<file path="config.mk">
export PLATFORM = sky130hd
export DESIGN_NAME = num4bit_monitor
export DESIGN_NICKNAME = d
export VERILOG_FILES = /design/src/rtl/num4bit_monitor.sv
export SDC_FILE = /design/constraint.sdc
export NUM_CORES = 1
export LEC_CHECK = 0
export BUFFER_PORTS_ARGS = -buffer_cell sky130_fd_sc_hd__buf_2
export CORE_MARGIN = 4
export CORE_UTILIZATION = 45
export DETAILED_ROUTE_END_ITERATION = 10
export PLACE_DENSITY = 0.75
export SYNTH_ARGS = -nofsm -noshare
export SYNTH_HDL_FRONTEND = slang
export SYNTH_SLANG_ARGS = --single-unit
export TNS_END_PERCENT = 1
</file>
<file path="constraint.sdc">
create_clock -name clk -period 1.7 [get_ports clk]
set_clock_uncertainty 0.05 [all_clocks]
set_input_delay 0.34 -clock clk [delete_from_list [all_inputs] [get_ports clk]]
set_output_delay 0.34 -clock clk [all_outputs]
set_load 0.01 [all_outputs]
</file>
<file path="src/rtl/num4bit_monitor.sv">
// num4bit_monitor: samples a falling-edge 4-bit counter, detects 15->0 wraps, matches an armed threshold, drives a hex 7-segment display.
module num4bit_monitor #(
  parameter int WRAP_W = 8
) (
  input  logic              clk,
  input  logic              reset,
  input  logic [3:0]        q_in,
  input  logic              arm,
  input  logic [3:0]        thr,
  output logic [3:0]        q_reg,
  output logic              wrap,
  output logic [WRAP_W-1:0] wrap_cnt,
  output logic              match,
  output logic [1:0]        state,
  output logic [6:0]        seg
);
  typedef enum logic [1:0] {IDLE = 2'b00, ARMED = 2'b01, HIT = 2'b10, HOLD = 2'b11} state_t;
  state_t     r_state;
  logic [3:0] r_q_prev;
  logic [3:0] r_thr_l;
  logic       w_wrap_det;
  logic       w_sat;
  assign w_wrap_det = (q_reg == 4'h0) && (r_q_prev == 4'hF);
  assign w_sat      = &wrap_cnt;
  assign state      = r_state;
  always_ff @(posedge clk or negedge reset) begin
    if (!reset) begin
      q_reg    <= '0;
      r_q_prev <= '0;
      r_thr_l  <= '0;
      wrap     <= 1'b0;
      wrap_cnt <= '0;
      match    <= 1'b0;
      r_state  <= IDLE;
    end else begin
      q_reg    <= q_in;
      r_q_prev <= q_reg;
      wrap     <= w_wrap_det;
      if (w_wrap_det && !w_sat) wrap_cnt <= wrap_cnt + WRAP_W'(1);
      match <= 1'b0;
      case (r_state)
        IDLE: if (arm) begin
          r_state <= ARMED;
          r_thr_l <= thr;
        end
        // disarm wins over a coincident compare hit
        ARMED: if (!arm) r_state <= IDLE;
               else if (q_reg == r_thr_l) begin
                 r_state <= HIT;
                 match   <= 1'b1;
               end
        HIT:   r_state <= HOLD;
        HOLD:  if (!arm) r_state <= IDLE;
        default: r_state <= IDLE;
      endcase
    end
  end
  always_comb begin
    seg = 7'b0000000;
    case (q_reg)
      4'h0: seg = 7'b0111111;
      4'h1: seg = 7'b0000110;
      4'h2: seg = 7'b1011011;
      4'h3: seg = 7'b1001111;
      4'h4: seg = 7'b1100110;
      4'h5: seg = 7'b1101101;
      4'h6: seg = 7'b1111101;
      4'h7: seg = 7'b0000111;
      4'h8: seg = 7'b1111111;
      4'h9: seg = 7'b1101111;
      4'hA: seg = 7'b1110111;
      4'hB: seg = 7'b1111100;
      4'hC: seg = 7'b0111001;
      4'hD: seg = 7'b1011110;
      4'hE: seg = 7'b1111001;
      4'hF: seg = 7'b1110001;
      default: seg = 7'b0000000;
    endcase
  end
endmodule
</file>
==> metrics.txt <==
status=finished with violations; failing checks=negative setup slack; CTS sink cnt=24; Reg with most FFs=wrap_cnt; Comb pwr share=0.248; Yosys cell types=29; slowest CP cell=mux4_2; antenna-violating nets left=0; final setup margin=-378 ps; DR DRC count=0; Clk pwr share=0.190; Die X=about 60 um; H-tree depth=1; initial core utilization=0.479; critical path's top delay family=multiplexers; crit path time final=2080 ps; TritonRoute pass-1 iters=4; CP Cell Sequence=inv_4 -> ha_4 -> inv_2 -> mux4_2 -> inv_2 -> buf_6; leakage power=roughly 0.0008 uW; WL/cell=12.3 um; Critical Path End Type=output port; initial antenna violation count=0; Total Routing Usage GR=0.134; Final Util=0.623; synthesized area per cell=around 12 um2; DRT Wirelength=~2200 um; Mapped Cells=104; setup TNS=-1700 ps; chip height=approximately 60 um; WHS=80.8 ps; internal power=between 900 and 1000 uW; Post-synth EDFFs=0; gpl congestion=about 0.75; f_max=approximately 480 MHz; clk_lat worst skew=300 ps; CP dominant cell by count=inv_2; total CTS buffers=3; largest area contributor in the netlist=dfrtp_1; max reg flops=8; Reg clk slew, reported paths=120 ps; Main synth FF type=dfrtp_1; GR Layer Usage met2=0.213; CTS tree=yes; synthesis-to-finish area growth=30.2%; endpoints failing hold=0; arrival time worst endpoint=roughly 1700 ps; Tcrit/Tclk final=1.22; number of setup violations in the final report=10; Hold WC Path Type=input pin to flop; Port Buf Inserts=33; core area=2520 um2; share of the synthesized area in the top cell type=0.497; sequential power share=0.562; XOR/XNOR Fraction of Synth Area=0.0798; Max clock buf depth=2; #FFs+latches synth=24; Worst path max stage delay=450 ps; CP startpoint kind=flop; Crit. path cell count=6; GRT overflow=0; post-synthesis sequential area ratio=0.497; first-pass GRT wire length=roughly 3700 um; boundary pin count=34; HPWL reported at the end of detailed placement=between 1500 and 2000 um; largest net degree at the start of global routing=25; mux cell area share after synthesis=0.0736; simple-gate share of the synthesized area=0.174; worst vdd ir=0.774 mV; Psw=366 uW; Post-Synth Adder-Cell Area=0.0829; CP Data Required Time=approximately 1300 ps; Buf/Inv on CP=4; fill count=193; Initial DRC Count=48; hold depth=1; Ant. Diodes=0; CP Class=flop to output port; worst slew pin tran=512 ps; max-slew violation count=0; Area contributors post-synth=dfrtp_1 50%, ha_1 8.3%, xor2_1 5.8%, mux2_2 4.7%, inv_1 2.8%; relative slew slack=0.658; global-route met1 utilization=0.191; PD cells=824 nW/um2; Global Route met3 Usage=0.0194; Synth Area in Compound Gates=0.0539; Worst R2R Setup Slack=-40 ps; Switching Fraction=0.283; gr busiest metal=met2; Mapped Nets=123; Post-CTS Setup Inserts=0; Synth Cell Area=1210 um2; MaxCap Viol Count=0; Die ar.=3580 um2; number of global-route vias before repair=866; worst-path fanout max=5; Reg2Reg Depth=6; CTS root buf=clkbuf_4; RSZ-0062 raised after global routing=yes; Synth Warn #=0; fraction of layout instances using a drive strength above 1=0.473; Vias=888; average via count per standard cell=~4.9; fraction of registers with async set or reset after synthesis=1.00; Nets=170; standard-cell rows=18; largest family of logic cells by synthesized area=simple AND/OR/NAND/NOR gates
## repair_timing
item | in CTS | in global routing
resized for setup | 6 | 4
endpoints found under the hold margin | 24 | 0
hold buffers | 1 | 0
pin swaps | 5 | 1
setup endpoints to repair | 12 | 16
## worst paths after layout
check | start | end
worst max-delay path | q_reg[0]$_DFF_PN0_ | seg[3]
worst min-delay path | q_in[3] | q_reg[3]$_DFF_PN0_
worst max register to register | q_reg[0]$_DFF_PN0_ | wrap_cnt[7]$_DFFE_PN0P_
worst min register to register | wrap_cnt[6]$_DFFE_PN0P_ | wrap_cnt[6]$_DFFE_PN0P_
max in group asynchronous | reset | q_reg[0]$_DFF_PN0_
min in group asynchronous | reset | wrap_cnt[0]$_DFFE_PN0P_
## kinds of logic after synthesis
logic type / Yosys count
AND/OR/NAND/NOR: 31
flip-flops: 24
buffers and inverters: 12
AO/OA/AOI/OAI: 11
XOR/XNOR: 11
adder cells (fa/ha/maj): 8
multiplexers: 7
## Yosys cell counts, types with 2 or more instances
cell type,n
ha_1,8
xnor2_1,3
nor3_1,4
a21oi_1,4
inv_1,9
nor4_1,3
xor2_1,8
mux2_2,5
nor2_1,2
o21ai_0,4
clkbuf_1,2
nand3_1,5
nand2_1,5
nand2b_1,2
nor3b_1,2
nor4b_2,2
dfrtp_1,24
## power by group through the flow
stage                     combinational (uW)  clock (uW)  sequential [uW]
after floorplan                          196           0              735
after global placement                   306           0              732
after detailed placement                 319           0              738
after CTS                                326         256              726
after global routing                     353         292              740
final                                    321         246              728
## layer usage
metal / up-vias / wire (um)
li1: 451 / -
met4: 0 / 13
met3: 2 / 113
met5: - / 0
met1: 414 / 1030
met2: 21 / 1050
## placed cells by master (no fill, tap or decap), types with 3 or more instances in the layout
cell      Yosys  final
xor2_1        8      8
buf_2         1     32
xnor2_1       3      3
nand3_1       5      5
dfrtp_1      24     21
buf_4         0     11
mux2_2        5      5
nor3_1        4      4
dfrtp_2       0      3
clkbuf_4      0      3
a21oi_1       4      4
inv_1         9      5
ha_1          8      7
nand2_1       5      4
## worst reg2reg max path, stage by stage (launching register included)
cell,delay (ps)
dfrtp_2,460
inv_4,90
ha_1,160
nor2b_4,170
nand4b_4,190
nor4_1,370
xor2_1,180
## layout make-up
cell class / count / area, um2 / share of cell area
tap: 30 / 37.5 / 0.0239
clock buffer: 4 / 26.3 / 0.0167
timing repair buffer: 45 / 264 / 0.168
multi-input combinational: 68 / 601 / 0.382
inverter: 9 / 38.8 / 0.0247
sequential: 24 / 604 / 0.385
## metrics by stage
| step | cell area, um2 | power [uW] | setup WS, ps | std cells |
|---|---|---|---|---|
| after floorplan | 1230 | 930 | -12.0 | 104 |
| after global placement | 1500 | 1040 | -35.6 | 175 |
| after detailed placement | 1500 | 1060 | -79.9 | 175 |
| after CTS | 1560 | 1310 | -399 | 180 |
| after global routing | 1570 | 1380 | -466 | 180 |
| final | 1570 | 1290 | -378 | 180 |
Power figures use the tool's default switching activity.
